===== src/rtl/conv_sched_pkg.sv =====
// Shared state encoding and derived-constant helpers for the convolution stream scheduler.
package conv_sched_pkg;

  typedef enum logic [2:0] {
    IDLE,
    LOAD_W,
    STREAM,
    DRAIN,
    FINISH
  } sched_state_t;

  localparam int unsigned DEF_CH_IN = 128;
  localparam int unsigned DEF_K_S   = 3;
  localparam int unsigned DEF_W_IN  = 32;
  localparam int unsigned DEF_PAD   = 1;
  localparam int unsigned DEF_DRAIN = 4;

  // Counter/address width for a range of n values; never below one bit.
  function automatic int unsigned cw(input int unsigned n);
    return (n > 1) ? $clog2(n) : 1;
  endfunction

  function automatic int unsigned w_beats(input int unsigned ch_in, input int unsigned k_s);
    return ch_in * k_s * k_s;
  endfunction

  function automatic int unsigned p_side(input int unsigned w_in, input int unsigned pad);
    return w_in + 2 * pad;
  endfunction

  localparam int unsigned W_BEATS = w_beats(DEF_CH_IN, DEF_K_S);
  localparam int unsigned P_SIDE  = p_side(DEF_W_IN, DEF_PAD);
  localparam int unsigned WADD_W  = cw(W_BEATS);
  localparam int unsigned INADD_W = cw(DEF_CH_IN);

endpackage


===== src/rtl/conv_stream_scheduler_if.sv =====
// Control, upstream bit-stream handshakes and datapath write strobes of the scheduler.
interface conv_stream_scheduler_if
  import conv_sched_pkg::*;
#(
  parameter int unsigned ch_in = DEF_CH_IN,
  parameter int unsigned k_s   = DEF_K_S
) ();

  localparam int unsigned WADD_W_L  = cw(w_beats(ch_in, k_s));
  localparam int unsigned INADD_W_L = cw(ch_in);

  logic                 start;
  logic                 w_valid;
  logic                 w_bit;
  logic                 w_ready;
  logic                 px_valid;
  logic                 px_bit;
  logic                 px_ready;
  logic [WADD_W_L-1:0]  stream_w_add;
  logic                 stream_w_en;
  logic [INADD_W_L-1:0] stream_in_add;
  logic                 stream_in_en;
  logic                 busy;
  logic                 done;

  modport master (
    output start, w_valid, w_bit, px_valid, px_bit,
    input  w_ready, px_ready, stream_w_add, stream_w_en,
    input  stream_in_add, stream_in_en, busy, done
  );

  modport slave (
    input  start, w_valid, w_bit, px_valid, px_bit,
    output w_ready, px_ready, stream_w_add, stream_w_en,
    output stream_in_add, stream_in_en, busy, done
  );

endinterface


===== src/rtl/frame_scan_counter.sv =====
// Channel/column/row scan over the zero-padded frame, flagging border positions and the final beat.
module frame_scan_counter
  import conv_sched_pkg::*;
#(
  parameter int unsigned CH_IN = DEF_CH_IN,
  parameter int unsigned W_IN  = DEF_W_IN,
  parameter int unsigned PAD   = DEF_PAD
) (
  input  logic                 clk,
  input  logic                 reset,
  input  logic                 i_clr,
  input  logic                 i_adv,
  output logic [cw(CH_IN)-1:0] o_ch,
  output logic                 o_is_pad,
  output logic                 o_last
);

  localparam int unsigned P    = p_side(W_IN, PAD);
  localparam int unsigned CH_W = cw(CH_IN);
  localparam int unsigned RC_W = cw(P);
  localparam int unsigned HI   = W_IN + PAD;

  localparam logic [CH_W-1:0] CH_LAST = CH_W'(CH_IN - 1);
  localparam logic [RC_W-1:0] RC_LAST = RC_W'(P - 1);

  logic [CH_W-1:0] r_ch;
  logic [RC_W-1:0] r_col;
  logic [RC_W-1:0] r_row;
  logic            w_ch_wrap;
  logic            w_col_wrap;
  logic            w_row_wrap;

  assign w_ch_wrap  = (r_ch == CH_LAST);
  assign w_col_wrap = (r_col == RC_LAST);
  assign w_row_wrap = (r_row == RC_LAST);

  // Without a border every position is interior; the compare would be constant.
  if (PAD == 0) begin : g_nopad
    assign o_is_pad = 1'b0;
  end else begin : g_pad
    assign o_is_pad = (32'(r_row) < PAD) || (32'(r_row) >= HI) ||
                      (32'(r_col) < PAD) || (32'(r_col) >= HI);
  end

  assign o_ch   = r_ch;
  assign o_last = w_ch_wrap && w_col_wrap && w_row_wrap;

  always_ff @(posedge clk) begin
    if (reset || i_clr) begin
      r_ch  <= '0;
      r_col <= '0;
      r_row <= '0;
    end else if (i_adv) begin
      if (w_ch_wrap) begin
        r_ch <= '0;
        if (w_col_wrap) begin
          r_col <= '0;
          r_row <= w_row_wrap ? '0 : r_row + 1'b1;
        end else begin
          r_col <= r_col + 1'b1;
        end
      end else begin
        r_ch <= r_ch + 1'b1;
      end
    end
  end

endmodule


===== src/rtl/conv_stream_scheduler.sv =====
// Layer-pass sequencer: loads the kernel bit stream, scans the padded activation frame, then flushes.
module conv_stream_scheduler
  import conv_sched_pkg::*;
#(
  parameter int unsigned ch_in        = DEF_CH_IN,
  parameter int unsigned k_s          = DEF_K_S,
  parameter int unsigned w_in         = DEF_W_IN,
  parameter int unsigned pad          = DEF_PAD,
  parameter int unsigned drain_cycles = DEF_DRAIN
) (
  input  logic                    clk,
  input  logic                    reset,
  conv_stream_scheduler_if.slave  bus
);

  localparam int unsigned W_N     = w_beats(ch_in, k_s);
  localparam int unsigned WADD_WL = cw(W_N);
  localparam int unsigned INADD_L = cw(ch_in);
  localparam int unsigned DR_W    = cw(drain_cycles);

  localparam logic [WADD_WL-1:0] W_LAST  = WADD_WL'(W_N - 1);
  localparam logic [DR_W-1:0]    DR_LAST = DR_W'(drain_cycles - 1);

  sched_state_t         r_state;
  sched_state_t         w_next;
  logic [WADD_WL-1:0]   r_w_cnt;
  logic [DR_W-1:0]      r_dr_cnt;
  logic [INADD_L-1:0]   w_ch;
  logic                 w_is_pad;
  logic                 w_last;
  logic                 w_w_hs;
  logic                 w_px_hs;
  logic                 w_adv;
  logic                 w_scan_clr;

  assign w_w_hs     = (r_state == LOAD_W) && bus.w_valid;
  assign w_px_hs    = (r_state == STREAM) && !w_is_pad && bus.px_valid;
  // Border positions advance on their own; interior ones wait for upstream data.
  assign w_adv      = (r_state == STREAM) && (w_is_pad || bus.px_valid);
  assign w_scan_clr = (r_state != STREAM);

  frame_scan_counter #(
    .CH_IN (ch_in),
    .W_IN  (w_in),
    .PAD   (pad)
  ) u_scan (
    .clk      (clk),
    .reset    (reset),
    .i_clr    (w_scan_clr),
    .i_adv    (w_adv),
    .o_ch     (w_ch),
    .o_is_pad (w_is_pad),
    .o_last   (w_last)
  );

  always_ff @(posedge clk) begin
    if (reset) begin
      r_state  <= IDLE;
      r_w_cnt  <= '0;
      r_dr_cnt <= '0;
    end else begin
      r_state <= w_next;
      if (w_w_hs) begin
        r_w_cnt <= (r_w_cnt == W_LAST) ? '0 : r_w_cnt + 1'b1;
      end
      r_dr_cnt <= ((r_state == DRAIN) && (r_dr_cnt != DR_LAST)) ? r_dr_cnt + 1'b1 : '0;
    end
  end

  always_comb begin
    w_next            = r_state;
    bus.busy          = 1'b0;
    bus.done          = 1'b0;
    bus.w_ready       = 1'b0;
    bus.px_ready      = 1'b0;
    bus.stream_w_add  = '0;
    bus.stream_w_en   = 1'b0;
    bus.stream_in_add = '0;
    bus.stream_in_en  = 1'b0;
    unique case (r_state)
      IDLE: begin
        if (bus.start) w_next = LOAD_W;
      end
      LOAD_W: begin
        bus.busy         = 1'b1;
        bus.w_ready      = 1'b1;
        bus.stream_w_add = r_w_cnt;
        bus.stream_w_en  = bus.w_valid & bus.w_bit;
        if (bus.w_valid && (r_w_cnt == W_LAST)) w_next = STREAM;
      end
      STREAM: begin
        bus.busy          = 1'b1;
        bus.px_ready      = !w_is_pad;
        bus.stream_in_add = w_ch;
        bus.stream_in_en  = w_px_hs & bus.px_bit;
        if (w_adv && w_last) w_next = DRAIN;
      end
      DRAIN: begin
        bus.busy = 1'b1;
        if (r_dr_cnt == DR_LAST) w_next = FINISH;
      end
      FINISH: begin
        bus.busy = 1'b1;
        bus.done = 1'b1;
        w_next   = IDLE;
      end
      default: w_next = IDLE;
    endcase
  end

endmodule


===== src/flat_wrapper.sv =====
// flat-port wrapper written by rule: the top's interface ports become plain ports
module conv_stream_scheduler_flat import conv_sched_pkg::*;
#(
  parameter int unsigned ch_in        = DEF_CH_IN,
  parameter int unsigned k_s          = DEF_K_S,
  parameter int unsigned w_in         = DEF_W_IN,
  parameter int unsigned pad          = DEF_PAD,
  parameter int unsigned drain_cycles = DEF_DRAIN
)
  (clk, reset, bus_start, bus_w_valid, bus_w_bit, bus_px_valid, bus_px_bit, bus_w_ready, bus_px_ready, bus_stream_w_add, bus_stream_w_en, bus_stream_in_add, bus_stream_in_en, bus_busy, bus_done);
  conv_stream_scheduler_if #(.ch_in(ch_in), .k_s(k_s)) bus_i ();
  input  logic clk;
  input  logic reset;
  input wire logic [$bits(bus_i.start)-1:0] bus_start;
  input wire logic [$bits(bus_i.w_valid)-1:0] bus_w_valid;
  input wire logic [$bits(bus_i.w_bit)-1:0] bus_w_bit;
  input wire logic [$bits(bus_i.px_valid)-1:0] bus_px_valid;
  input wire logic [$bits(bus_i.px_bit)-1:0] bus_px_bit;
  output wire logic [$bits(bus_i.w_ready)-1:0] bus_w_ready;
  output wire logic [$bits(bus_i.px_ready)-1:0] bus_px_ready;
  output wire logic [$bits(bus_i.stream_w_add)-1:0] bus_stream_w_add;
  output wire logic [$bits(bus_i.stream_w_en)-1:0] bus_stream_w_en;
  output wire logic [$bits(bus_i.stream_in_add)-1:0] bus_stream_in_add;
  output wire logic [$bits(bus_i.stream_in_en)-1:0] bus_stream_in_en;
  output wire logic [$bits(bus_i.busy)-1:0] bus_busy;
  output wire logic [$bits(bus_i.done)-1:0] bus_done;
  assign bus_i.start = bus_start;
  assign bus_i.w_valid = bus_w_valid;
  assign bus_i.w_bit = bus_w_bit;
  assign bus_i.px_valid = bus_px_valid;
  assign bus_i.px_bit = bus_px_bit;
  assign bus_w_ready = bus_i.w_ready;
  assign bus_px_ready = bus_i.px_ready;
  assign bus_stream_w_add = bus_i.stream_w_add;
  assign bus_stream_w_en = bus_i.stream_w_en;
  assign bus_stream_in_add = bus_i.stream_in_add;
  assign bus_stream_in_en = bus_i.stream_in_en;
  assign bus_busy = bus_i.busy;
  assign bus_done = bus_i.done;
  conv_stream_scheduler #(.ch_in(ch_in), .k_s(k_s), .w_in(w_in), .pad(pad), .drain_cycles(drain_cycles)) u_core (.clk(clk), .reset(reset), .bus(bus_i));
endmodule

===== config.mk =====
export PLATFORM = sky130hd
export DESIGN_NAME = conv_stream_scheduler_flat
export DESIGN_NICKNAME = d
export VERILOG_FILES = /design/src/rtl/conv_sched_pkg.sv /design/src/rtl/conv_stream_scheduler_if.sv /design/src/rtl/frame_scan_counter.sv /design/src/rtl/conv_stream_scheduler.sv /design/src/flat_wrapper.sv
export SDC_FILE = /design/constraint.sdc
export NUM_CORES = 1
export LEC_CHECK = 0
export ABC_AREA = 0
export CORE_UTILIZATION = 57
export DETAILED_ROUTE_END_ITERATION = 16
export PLACE_DENSITY = 0.83
export SKIP_CTS_REPAIR_TIMING = 1
export SLEW_MARGIN = 0
export SYNTH_ARGS = -nofsm -noshare
export SYNTH_HDL_FRONTEND = slang
export SYNTH_SLANG_ARGS = --single-unit

===== constraint.sdc =====
create_clock -name clk -period 4.2 [get_ports clk]
set_input_delay 0.84 -clock clk [delete_from_list [all_inputs] [get_ports clk]]
set_output_delay 0.84 -clock clk [all_outputs]
set_load 0.02 [all_outputs]

[Word level (Yosys, flattened, before mapping)]
Index checks and enable logic that the tools add are counted.
Storage, ports and cells
  register bits after elaboration: 35
  input port bits: 7
  output and inout bits: 24
  logic and storage cells: 71
Cells by class
  add/sub/neg operators: 5
  $lt $le $gt $ge: 4
  equality and inequality tests: 15
  muxes and demuxes: 17
  bitwise operators: 3
  reduce and logical (&&, ||, !) cells: 21
Operators with widths (count)
  11-bit 2-to-1 mux: 2
  7-bit 2-to-1 mux: 2
  6-bit by 1-bit adder with 6-bit output, second input constant: 2
  6-bit == test, second input constant: 2
  6-bit greater-or-equal comparator, second input constant: 2
  6-bit by 1-bit less-than comparator with 1-bit output, second input constant: 2
  3-bit 2-to-1 mux: 4
  6-bit 2-to-1 mux: 2
  3-bit case mux with 4 select lines: 1
  11-bit by 1-bit adder with 11-bit output, second input constant: 1
  11-bit == test, second input constant: 1
  2-bit != test, second input constant: 5
  1-bit logical AND: 9
  7-bit by 1-bit adder with 7-bit output, second input constant: 1
  7-bit == test, second input constant: 1
  3-bit by 2-bit == test with 1-bit output, second input constant: 2
  1-bit 2-to-1 mux: 6
  1-bit logical OR: 5
  4-bit AND reduction: 1
  4-bit OR reduction: 1
  3-bit by 1-bit == test with 1-bit output, second input constant: 1
  3-bit == test, second input constant: 1
  3-bit logical NOT: 1
  3-bit by 2-bit != test with 1-bit output, second input constant: 1
  other kinds (8): 9

[Logic depth before layout (Yosys ltp)]
Gate-level depths: netlist of run 1.
  word-level depth: 9
  mapped depth: 9
  depth with buffers taken out: 8

[Hierarchy]
Synthesis of run 1 repeated with hierarchy kept, for this count alone.
Second synthesis, totals
  cell total of the unflattened synthesis: 242
  area total of the unflattened synthesis: 2006.9 um^2
Modules (own cells, without submodules)
  frame_scan_counter: times used 1, cells an instance 129, area each 1063.5 um^2, sequential area each 380.4 um^2
  conv_stream_scheduler: times used 1, cells an instance 113, area each 943.4 um^2, sequential area each 320.3 um^2

[Worst setup path before layout of run 1]
Ideal clock, no wire load.
  path kind: register to output
  start point: register u_core.u_scan.r_row[0]
  end point: output port bus_stream_in_en
  arrival time: 1.840 ns
  required time: 3.360 ns
  path slack: 1.520 ns
  cell stages (with the launch flop): 9
  buffers on the path: 1
  cells stage by stage: dfxtp_1 -> inv_1 -> ha_1 -> nor4b_2 -> xnor2_1 -> nand4_2 -> buf_6 -> nor2_1 -> and3_1
On the way
  word-level cells in the longest chain between the ends: 9
  elaborated cells on any way between the ends: 10
  classes of those cells: order compare: 2; mux: 1; bitwise: 1; reduce/logical: 6
Ends and longest elaborated chain
  start, declared: RTL line frame_scan_counter.sv:28  | logic [RC_W-1:0] r_row;
  start signal, assigned: RTL line frame_scan_counter.sv:58  | r_row <= w_row_wrap ? '0 : r_row + 1'b1;
  6-bit by 1-bit less-than comparator with 1-bit output or 6-bit greater-or-equal comparator (tied branches): RTL line frame_scan_counter.sv:41  | assign o_is_pad = (32'(r_row) < PAD) || (32'(r_row) >= HI) ||
  1-bit logical OR * (2 in a row): RTL line frame_scan_counter.sv:41
  1-bit logical OR *: RTL line frame_scan_counter.sv:42  | (32'(r_col) < PAD) || (32'(r_col) >= HI);
  1-bit logical NOT *: RTL line conv_stream_scheduler.sv:37  | assign w_px_hs = (r_state == STREAM) && !w_is_pad && bus.px_valid;
  1-bit logical AND * (2 in a row): RTL line conv_stream_scheduler.sv:37
  1-bit AND *: RTL line conv_stream_scheduler.sv:95  | bus.stream_in_en = w_px_hs & bus.px_bit;
  1-bit 2-to-1 mux *: RTL line conv_stream_scheduler.sv:80  | unique case (r_state)
  end, declared: RTL line flat_wrapper.sv:24  | output wire logic [$bits(bus_i.stream_in_en)-1:0] bus_stream_in_en;
Every way passes the cells marked *; elsewhere a longest branch is shown, timed or not.

[Final worst setup path of run 1]
  start point: register u_core.u_scan.r_col[0]
  end point: output port bus_stream_in_en
On the way
  word-level cells in the longest chain between the ends: 8
  elaborated cells on any way between the ends: 9
  classes of those cells: order compare: 2; mux: 1; bitwise: 1; reduce/logical: 5
Ends and longest elaborated chain
  start, declared: RTL line frame_scan_counter.sv:27  | logic [RC_W-1:0] r_col;
  start signal, assigned: RTL line frame_scan_counter.sv:60  | r_col <= r_col + 1'b1;
  6-bit by 1-bit less-than comparator with 1-bit output: RTL line frame_scan_counter.sv:42
  1-bit logical OR: RTL line frame_scan_counter.sv:41
  1-bit logical OR *: RTL line frame_scan_counter.sv:42
  1-bit logical NOT *: RTL line conv_stream_scheduler.sv:37
  1-bit logical AND * (2 in a row): RTL line conv_stream_scheduler.sv:37
  1-bit AND *: RTL line conv_stream_scheduler.sv:95
  1-bit 2-to-1 mux *: RTL line conv_stream_scheduler.sv:80
Marked as above.

==> results of run 1 <==
worst reg2reg max path, cell delays in order, from the launching register on:
cell and delay, ns:
sky130_fd_sc_hd__dfxtp_1 0.44, sky130_fd_sc_hd__inv_1 0.09, sky130_fd_sc_hd__ha_1 0.20, sky130_fd_sc_hd__nor4b_2 0.16, sky130_fd_sc_hd__xnor2_1 0.18, sky130_fd_sc_hd__nand4_2 0.27
sky130_fd_sc_hd__o21ai_1 0.46, sky130_fd_sc_hd__o21ai_0 0.16, sky130_fd_sc_hd__a21oi_1 0.15
per-stage QoR:
stage | util (%) | setup WS [ns]
floorplan | - | 1.520
global placement | 71.67 | 1.006
detailed placement | 71.67 | 1.014
CTS | 74.40 | 0.6700
global route | 74.40 | 0.4320
finish | 74.40 | 0.6508
report_power, final:
group / internal, W / total, W / switching [W] / leakage (nW)
logic: 0.0000164 / 0.0000359 / 0.0000195 / 0.490
registers: 0.000334 / 0.000338 / 0.00000350 / 0.282
clock network: 0.000141 / 0.000258 / 0.000118 / 0.0482
sequential cells by signal (all words and copies together), names as in the netlist:
register             cells
u_core.r_state           3
u_core.u_scan.r_col      6
u_core.r_dr_cnt          2
u_core.r_w_cnt          11
u_core.u_scan.o_ch       7
u_core.u_scan.r_row      6
routing by layer:
| layer | up-vias | part of all wire, % |
|---|---|---|
| met3 | 9 | 4.3 |
| met5 | - | 0 |
| li1 | 864 | - |
| met4 | 0 | 2.0 |
| met2 | 38 | 46 |
| met1 | 761 | 48 |
cells in the final DEF (no fill, tap or decap), types with 5 or more instances in the layout:
cell type / instances
sky130_fd_sc_hd__xor2_1: 13
sky130_fd_sc_hd__o21ai_0: 9
sky130_fd_sc_hd__nor2_1: 27
sky130_fd_sc_hd__nand2_1: 15
sky130_fd_sc_hd__clkdlybuf4s50_1: 30
sky130_fd_sc_hd__xnor2_1: 8
sky130_fd_sc_hd__clkbuf_4: 5
sky130_fd_sc_hd__a21oi_1: 12
sky130_fd_sc_hd__and2_1: 22
sky130_fd_sc_hd__dfxtp_1: 35
sky130_fd_sc_hd__inv_1: 6
sky130_fd_sc_hd__nand4_1: 5
sky130_fd_sc_hd__nor3_1: 8
sky130_fd_sc_hd__and3_1: 5
sky130_fd_sc_hd__ha_1: 9
sky130_fd_sc_hd__nand3_1: 11
sky130_fd_sc_hd__or3_1: 6
worst max-delay path by stage:
| stage | to | slack (ns) | cells after the start |
|---|---|---|---|
| 6_report | bus_stream_in_en | 0.65 | 8 |
| 5_1_grt | bus_stream_in_en | 0.43 | 8 |
| 4_1_cts | bus_stream_in_en | 0.67 | 8 |
| 3_5_place_dp | bus_stream_in_en | 1.01 | 3 |
| 3_3_place_gp | bus_stream_in_en | 1.01 | 3 |
| 2_1_floorplan | bus_stream_in_en | 1.52 | 8 |
logic make-up after synthesis:
logic type | share of synthesized area [%]
buffers and inverters | 3.527
XOR/XNOR | 9.429
AND/OR/NAND/NOR | 34.45
adder cells (fa/ha/maj) | 5.773
flip-flops | 35.92
AO/OA/AOI/OAI | 10.90
cell type report:
class	instances	area (µm²)
fill	262	807.0
clock buffer	6	51.30
timing repair buffer	30	300.3
sequential	35	700.7
clock inverter	2	35.03
inverter	6	22.52
tap	44	55.05
multi-input combinational	181	1181
==> report_table.html, run 1 <==
<table>
<tr><th>Metric</th><th>Value</th></tr>
<tr><th colspan="2">Route</th></tr>
<tr><td>DRC errors left</td><td>0</td></tr>
<tr><td>Routed Antenna Nets</td><td>0</td></tr>
<tr><td>Sum of routed wire length over all layers</td><td>roughly 3.8 mm</td></tr>
<tr><td>Initial DRC Count</td><td>118</td></tr>
<tr><td>Avg WL per Cell</td><td>12.43 µm</td></tr>
<tr><td>Vias</td><td>1672</td></tr>
<tr><td>Vias per std cell</td><td>5.500</td></tr>
<tr><td>Router iterations before antenna repair</td><td>4</td></tr>
<tr><th colspan="2">Clock network</th></tr>
<tr><td>Clock tree root buffer cell</td><td>sky130_fd_sc_hd__clkbuf_4</td></tr>
<tr><td>TritonCTS clock tree</td><td>built</td></tr>
<tr><td>Max clock buf depth</td><td>2</td></tr>
<tr><td>Clk_lat worst skew</td><td>0.35 ns</td></tr>
<tr><td>Clock net sink count</td><td>35</td></tr>
<tr><td>Number of CTS-inserted buffers</td><td>5</td></tr>
<tr><td>Clock-pin slew on the worst setup and hold paths</td><td>~0.11 ns</td></tr>
<tr><td>H-tree depth</td><td>2</td></tr>
<tr><th colspan="2">Logic synthesis</th></tr>
<tr><td>Nets in the synthesized netlist</td><td>approximately 250</td></tr>
<tr><td>Most numerous cell types in the synthesized netlist</td><td>sky130_fd_sc_hd__dfxtp_1, sky130_fd_sc_hd__nor2_1, sky130_fd_sc_hd__and2_1</td></tr>
<tr><td>Flops &amp; latches, synth</td><td>35</td></tr>
<tr><td>Number of warnings printed during yosys synthesis</td><td>0</td></tr>
<tr><td>Average footprint of a synthesized cell</td><td>8.481 µm²</td></tr>
<tr><td>Post-Syn Area</td><td>between 1500 and 2000 µm²</td></tr>
<tr><td>Cell type with the largest total area after synthesis</td><td>sky130_fd_sc_hd__dfxtp_1</td></tr>
<tr><td>Cell with the most instances after synthesis</td><td>sky130_fd_sc_hd__dfxtp_1</td></tr>
<tr><td>Leading register cell type out of synthesis</td><td>sky130_fd_sc_hd__dfxtp_1</td></tr>
<tr><td>Proportion of synthesized chip area in sequential cells</td><td>35.92%</td></tr>
<tr><td>Async SR Flop Fraction</td><td>0%</td></tr>
<tr><td>EDFF count, synth</td><td>0</td></tr>
<tr><td>Library cells used by synthesis</td><td>41</td></tr>
<tr><td>Cell types occupying the most area after synthesis</td><td>sky130_fd_sc_hd__dfxtp_1, sky130_fd_sc_hd__and2_1, sky130_fd_sc_hd__xor2_1</td></tr>
<tr><td>Area share of the leading cell type in the synthesized netlist</td><td>35.92%</td></tr>
<tr><td>Synthesized instance count</td><td>230</td></tr>
<tr><th colspan="2">Timing</th></tr>
<tr><td>Slew headroom</td><td>~60%</td></tr>
<tr><td>Setup repair after global routing missed its margin</td><td>false</td></tr>
<tr><td>Hold Fails Final Rpt</td><td>0</td></tr>
<tr><td>Post-route clock skew</td><td>0.007907 ns</td></tr>
<tr><td>Final setup TNS</td><td>0 ns</td></tr>
<tr><td>Final critical-path share of the clock period</td><td>between 80% and 90%</td></tr>
<tr><td>Post-layout min period</td><td>3.549 ns</td></tr>
<tr><td>Number of endpoints failing setup at the final stage</td><td>0</td></tr>
<tr><td>Max-slew violation count</td><td>0</td></tr>
<tr><td>Upper clock frequency limit</td><td>roughly 0.28 GHz</td></tr>
<tr><td>Worst hold-check slack</td><td>between 0.4 and 0.5 ns</td></tr>
<tr><td>Least-Margin Pin Slew</td><td>0.5941 ns</td></tr>
<tr><th colspan="2">Worst setup path</th></tr>
<tr><td>Slowest Stage Delay on Critical Path</td><td>roughly 0.6 ns</td></tr>
<tr><td>Startpoint of the most critical setup path</td><td>u_core.u_scan.r_col[0]$_SDFFE_PP0P_</td></tr>
<tr><td>Required time worst endpoint</td><td>3.36 ns</td></tr>
<tr><td>Worst R2R Start</td><td>u_core.u_scan.r_col[0]$_SDFFE_PP0P_</td></tr>
<tr><td>Sort of element at the start of the critical path</td><td>flop</td></tr>
<tr><td>Data arrival time of the critical path</td><td>approximately 2.7 ns</td></tr>
<tr><td>Delay-heaviest family, CP</td><td>simple AND/OR/NAND/NOR gates</td></tr>
<tr><td>Sum of buffers and inverters on the critical path</td><td>2</td></tr>
<tr><td>Crit path cell chain</td><td>inv_1 -&gt; ha_1 -&gt; nor4b_2 -&gt; xnor2_1 -&gt; nand4_2 -&gt; nor2_1 -&gt; and3_1 -&gt; clkdlybuf4s50_1</td></tr>
<tr><td>Critical path class</td><td>reg -&gt; out</td></tr>
<tr><td>Critical-path cell with the highest stage delay</td><td>sky130_fd_sc_hd__clkdlybuf4s50_1</td></tr>
<tr><td>Worst reg-to-reg path cell count</td><td>8</td></tr>
<tr><td>Terminus of the critical flop-to-flop path</td><td>u_core.u_scan.o_ch[3]$_SDFFE_PP0P_</td></tr>
<tr><td>Worst reg-to-reg setup slack</td><td>2.03 ns</td></tr>
<tr><td>Maximum fanout along the worst path</td><td>11</td></tr>
<tr><td>Crit path capture type</td><td>primary output</td></tr>
<tr><th colspan="2">Floorplanning</th></tr>
<tr><td>Die height</td><td>60.50 µm</td></tr>
<tr><td>Die X-Extent</td><td>60.50 µm</td></tr>
<tr><td>Initial core utilization</td><td>61.87%</td></tr>
<tr><td>I/O pin count</td><td>31</td></tr>
<tr><td>Die ar.</td><td>3660 µm²</td></tr>
<tr><td>Area of the core region</td><td>3153 µm²</td></tr>
<tr><td>Number of rows created at floorplan</td><td>20</td></tr>
<tr><th colspan="2">Placement</th></tr>
<tr><td>Post-DP Area</td><td>about 2300 µm²</td></tr>
<tr><td>PortBufs</td><td>30</td></tr>
<tr><td>HPWL reported at the end of detailed placement</td><td>2.731 mm</td></tr>
<tr><td>Number of cells after detailed placement</td><td>296</td></tr>
<tr><td>Gp weighted congestion</td><td>0.8074</td></tr>
<tr><th colspan="2">GRT</th></tr>
<tr><td>Met2 Use GR</td><td>37.05%</td></tr>
<tr><td>Fraction of met3 tracks used by global routing</td><td>7.036%</td></tr>
<tr><td>Most used routing layer</td><td>met2</td></tr>
<tr><td>Number of global-route vias before repair</td><td>1469</td></tr>
<tr><td>First-pass GRT wire length</td><td>6.506 mm</td></tr>
<tr><td>Number of antenna violations at the first check in global routing</td><td>0</td></tr>
<tr><td>Met1 track demand over resource in global routing</td><td>31.27%</td></tr>
<tr><td>Global routing usage summed across all routing layers</td><td>24.17%</td></tr>
<tr><td>Pin count of the biggest net entering global routing</td><td>20</td></tr>
<tr><td>Total gr overflow</td><td>0</td></tr>
<tr><th colspan="2">Worst hold path</th></tr>
<tr><td>Worst Hold Path EP</td><td>u_core.r_dr_cnt[0]$_SDFF_PP0_</td></tr>
<tr><td>Hold_sp</td><td>u_core.r_dr_cnt[0]$_SDFF_PP0_</td></tr>
<tr><td>Cell depth of the worst hold path</td><td>1</td></tr>
<tr><td>Path category of the worst min-delay check</td><td>reg -&gt; reg</td></tr>
<tr><th colspan="2">Finish</th></tr>
<tr><td>Final Cell Area</td><td>2346 µm²</td></tr>
<tr><td>Area Growth Syn to Fin</td><td>20.27%</td></tr>
<tr><td>Number of nets in the final layout</td><td>275</td></tr>
<tr><td>Number of diodes</td><td>0</td></tr>
<tr><td>Fin cells</td><td>304</td></tr>
<tr><td>Fraction of final layout cells with drive strength greater than 1</td><td>6.538%</td></tr>
<tr><th colspan="2">Status</th></tr>
<tr><td>Result of the run</td><td>finished clean</td></tr>
<tr><th colspan="2">Pwr</th></tr>
<tr><td>Power density over cell area</td><td>269.4 nW/µm²</td></tr>
<tr><td>Peak supply drop</td><td>184.1 µV</td></tr>
<tr><td>Leakage component of the power</td><td>0.8204 nW</td></tr>
<tr><td>Post-route total power</td><td>0.0006320 W</td></tr>
<tr><th colspan="2">Job</th></tr>
<tr><td>Max_cap viols</td><td>0</td></tr>
</table>
Power figures use the tool's default switching activity.
==> run 2, diff against run 1 <==
--- a/config.mk
+++ b/config.mk
@@ -6,9 +6,9 @@
 export NUM_CORES = 1
 export LEC_CHECK = 0
 export ABC_AREA = 0
-export CORE_UTILIZATION = 57
+export CORE_UTILIZATION = 53
 export DETAILED_ROUTE_END_ITERATION = 16
-export PLACE_DENSITY = 0.83
+export PLACE_DENSITY = 0.78
 export SKIP_CTS_REPAIR_TIMING = 1
 export SLEW_MARGIN = 0
 export SYNTH_ARGS = -nofsm -noshare
==> constraint.sdc (replaced) <==
create_clock -name clk -period 3.6 [get_ports clk]
set_input_delay 0.72 -clock clk [delete_from_list [all_inputs] [get_ports clk]]
set_output_delay 0.72 -clock clk [all_outputs]
set_load 0.02 [all_outputs]
==> run 2 against run 1 <==
Compared with the run above: sequential share of layout area is 0.14 points higher; die area is 7.3% higher; utilization is 6.6 points lower; clock power is 2% lower.
==> report_table.html, run 2 (synthesis results as in run 1) <==
<table>
<tr><th>Metric</th><th>Value</th></tr>
<tr><th colspan="2">Timing</th></tr>
<tr><td>Hold Fails Final Rpt</td><td>0</td></tr>
<tr><td>Final critical-path share of the clock period</td><td>approximately nine tenths</td></tr>
<tr><td>Upper clock frequency limit</td><td>about 0.3 GHz</td></tr>
<tr><td>Setup repair after global routing missed its margin</td><td>false</td></tr>
<tr><td>Number of endpoints failing setup at the final stage</td><td>0</td></tr>
<tr><td>Slew headroom</td><td>56.94%</td></tr>
<tr><td>Post-layout min period</td><td>3.258 ns</td></tr>
<tr><td>Post-route clock skew</td><td>0.005641 ns</td></tr>
<tr><td>Slack of the critical path</td><td>0.3418 ns</td></tr>
<tr><td>Least-Margin Pin Slew</td><td>0.6424 ns</td></tr>
<tr><td>Max-slew violation count</td><td>0</td></tr>
<tr><td>Final setup TNS</td><td>0 ns</td></tr>
<tr><th colspan="2">GRT</th></tr>
<tr><td>Total gr overflow</td><td>0</td></tr>
<tr><td>First-pass GRT wire length</td><td>6.479 mm</td></tr>
<tr><td>Global routing usage summed across all routing layers</td><td>about a fifth</td></tr>
<tr><td>Number of global-route vias before repair</td><td>1454</td></tr>
<tr><td>Number of antenna violations at the first check in global routing</td><td>0</td></tr>
<tr><td>Pin count of the biggest net entering global routing</td><td>20</td></tr>
<tr><th colspan="2">Worst setup path</th></tr>
<tr><td>Data arrival time of the critical path</td><td>2.54 ns</td></tr>
<tr><td>Crit path capture type</td><td>primary output</td></tr>
<tr><td>Worst R2R Start</td><td>u_core.r_state[1]$_SDFFE_PP0P_</td></tr>
<tr><td>Critical path class</td><td>reg -&gt; out</td></tr>
<tr><td>Startpoint of the most critical setup path</td><td>u_core.u_scan.r_row[0]$_SDFFE_PP0P_</td></tr>
<tr><td>Sum of buffers and inverters on the critical path</td><td>2</td></tr>
<tr><td>Sort of element at the start of the critical path</td><td>flop</td></tr>
<tr><td>Critical-path cell with the highest stage delay</td><td>sky130_fd_sc_hd__clkdlybuf4s50_1</td></tr>
<tr><td>Delay-heaviest family, CP</td><td>simple AND/OR/NAND/NOR gates</td></tr>
<tr><td>Maximum fanout along the worst path</td><td>11</td></tr>
<tr><td>Required time worst endpoint</td><td>2.88 ns</td></tr>
<tr><td>Slowest Stage Delay on Critical Path</td><td>about 0.6 ns</td></tr>
<tr><td>Crit path cell chain</td><td>inv_1 -&gt; ha_1 -&gt; nor4b_2 -&gt; xnor2_1 -&gt; nand4_2 -&gt; nor2_1 -&gt; and3_1 -&gt; clkdlybuf4s50_1</td></tr>
<tr><th colspan="2">Finish</th></tr>
<tr><td>Number of flip-flops under the largest register name</td><td>11</td></tr>
<tr><td>Top library cells by usage in the layout, fill and taps aside</td><td>sky130_fd_sc_hd__dfxtp_1, sky130_fd_sc_hd__clkdlybuf4s50_1, sky130_fd_sc_hd__nor2_1</td></tr>
<tr><td>Final Cell Area</td><td>about 2300 µm²</td></tr>
<tr><td>Most common library cell in the layout ignoring fill and taps</td><td>sky130_fd_sc_hd__dfxtp_1</td></tr>
<tr><td>Fraction of final layout cells with drive strength greater than 1</td><td>5.426%</td></tr>
<tr><td>Most flops, register</td><td>u_core.r_w_cnt</td></tr>
<tr><td>Number of inserted filler cells in the final layout</td><td>290</td></tr>
<tr><td>Number of nets in the final layout</td><td>275</td></tr>
<tr><td>Number of diodes</td><td>0</td></tr>
<tr><td>Area Growth Syn to Fin</td><td>19.69%</td></tr>
<tr><td>Util after Layout</td><td>67.83%</td></tr>
<tr><th colspan="2">Route</th></tr>
<tr><td>DRC errors left</td><td>0</td></tr>
<tr><td>Vias per std cell</td><td>roughly 5.3</td></tr>
<tr><td>Routed Antenna Nets</td><td>0</td></tr>
<tr><td>Initial DRC Count</td><td>78</td></tr>
<tr><td>Sum of routed wire length over all layers</td><td>3.777 mm</td></tr>
<tr><td>Vias</td><td>1619</td></tr>
<tr><td>Avg WL per Cell</td><td>about 12 µm</td></tr>
<tr><td>Router iterations before antenna repair</td><td>4</td></tr>
<tr><th colspan="2">Worst hold path</th></tr>
<tr><td>Path category of the worst min-delay check</td><td>reg -&gt; reg</td></tr>
<tr><td>Hold_sp</td><td>u_core.r_dr_cnt[0]$_SDFF_PP0_</td></tr>
<tr><th colspan="2">Placement</th></tr>
<tr><td>HPWL reported at the end of detailed placement</td><td>2.864 mm</td></tr>
<tr><td>Pre-CTS worst setup slack</td><td>between 0.6 and 0.7 ns</td></tr>
<tr><td>Post-DP Area</td><td>2262 µm²</td></tr>
<tr><td>PortBufs</td><td>30</td></tr>
<tr><td>Gp weighted congestion</td><td>0.8401</td></tr>
<tr><th colspan="2">Clock network</th></tr>
<tr><td>Number of CTS-inserted buffers</td><td>5</td></tr>
<tr><td>H-tree depth</td><td>2</td></tr>
<tr><td>TritonCTS clock tree</td><td>built</td></tr>
<tr><td>Max clock buf depth</td><td>2</td></tr>
<tr><td>Clock net sink count</td><td>35</td></tr>
<tr><td>Clock tree root buffer cell</td><td>sky130_fd_sc_hd__clkbuf_8</td></tr>
<tr><td>Clk_lat worst skew</td><td>~0.28 ns</td></tr>
<tr><td>Clock-pin slew on the worst setup and hold paths</td><td>0.06 ns</td></tr>
<tr><th colspan="2">Job</th></tr>
<tr><td>Max_cap viols</td><td>0</td></tr>
<tr><th colspan="2">Floorplanning</th></tr>
<tr><td>Die X-Extent</td><td>~63 µm</td></tr>
<tr><td>Die ar.</td><td>3927 µm²</td></tr>
<tr><td>I/O pin count</td><td>31</td></tr>
<tr><td>Die height</td><td>62.67 µm</td></tr>
<tr><td>Area of the core region</td><td>approximately 3400 µm²</td></tr>
<tr><td>Number of rows created at floorplan</td><td>21</td></tr>
<tr><td>Initial core utilization</td><td>56.67%</td></tr>
<tr><th colspan="2">Pwr</th></tr>
<tr><td>Power density over cell area</td><td>approximately 290 nW/µm²</td></tr>
<tr><td>Leakage component of the power</td><td>0.8093 nW</td></tr>
<tr><td>Peak supply drop</td><td>255.7 µV</td></tr>
<tr><th colspan="2">Status</th></tr>
<tr><td>Result of the run</td><td>finished clean</td></tr>
</table>
-- run 2: cell count changes in the layout (fill, tap and decap cells not counted) --
cell                        before  now
sky130_fd_sc_hd__bufinv_16       1    0
sky130_fd_sc_hd__clkinv_2        1    0
sky130_fd_sc_hd__clkbuf_8        1    5
sky130_fd_sc_hd__clkbuf_4        5    0
sky130_fd_sc_hd__clkbuf_1        0    1
-- run 2: layout make-up --
class,count,area [µm²],area share [%]
Inverter,6,22.52,0.9646
Clock buffer,6,72.57,3.108
Sequential cell,35,700.7,30.01
Tap cell,46,57.56,2.465
Timing Repair Buffer,30,300.3,12.86
Multi-Input combinational cell,181,1181,50.59
-- run 2: metal layers --
layer  share of wire [%]  global-route usage, %  up-vias
met5                   0                      0        -
met4                 1.3                  8.721        0
met3                 3.2                  4.380        7
met2                  44                  31.11       26
met1                  52                  28.72      727
li1                    -                      -      859
-- run 2: report_power, final --
part	switching, W	internal [W]	total (W)
Clock	0.000124	0.000129	0.000253
Sequential	0.00000400	0.000390	0.000394
Combinational	0.0000224	0.0000191	0.0000416
Total	0.000151	0.000538	0.000688
-- run 2: through the flow --
stage          hold WS (ns)  std cells  total power, W
2_1_floorplan        0.4043        230       0.0004255
3_3_place_gp         0.4146        298       0.0004435
5_1_grt              0.4483        304       0.0007171
3_5_place_dp         0.4214        298       0.0004439
4_1_cts              0.4306        304       0.0006984
6_report             0.4275        304       0.0006885
-- run 2: final timing paths --
path	end	slack, ns	depth (start not counted)
max reg2reg	u_core.u_scan.o_ch[5]$_SDFFE_PP0P_	1.44	5
min reg2reg	u_core.r_dr_cnt[0]$_SDFF_PP0_	0.43	1
min	u_core.r_dr_cnt[0]$_SDFF_PP0_	0.43	1
max	bus_stream_in_en	0.34	8
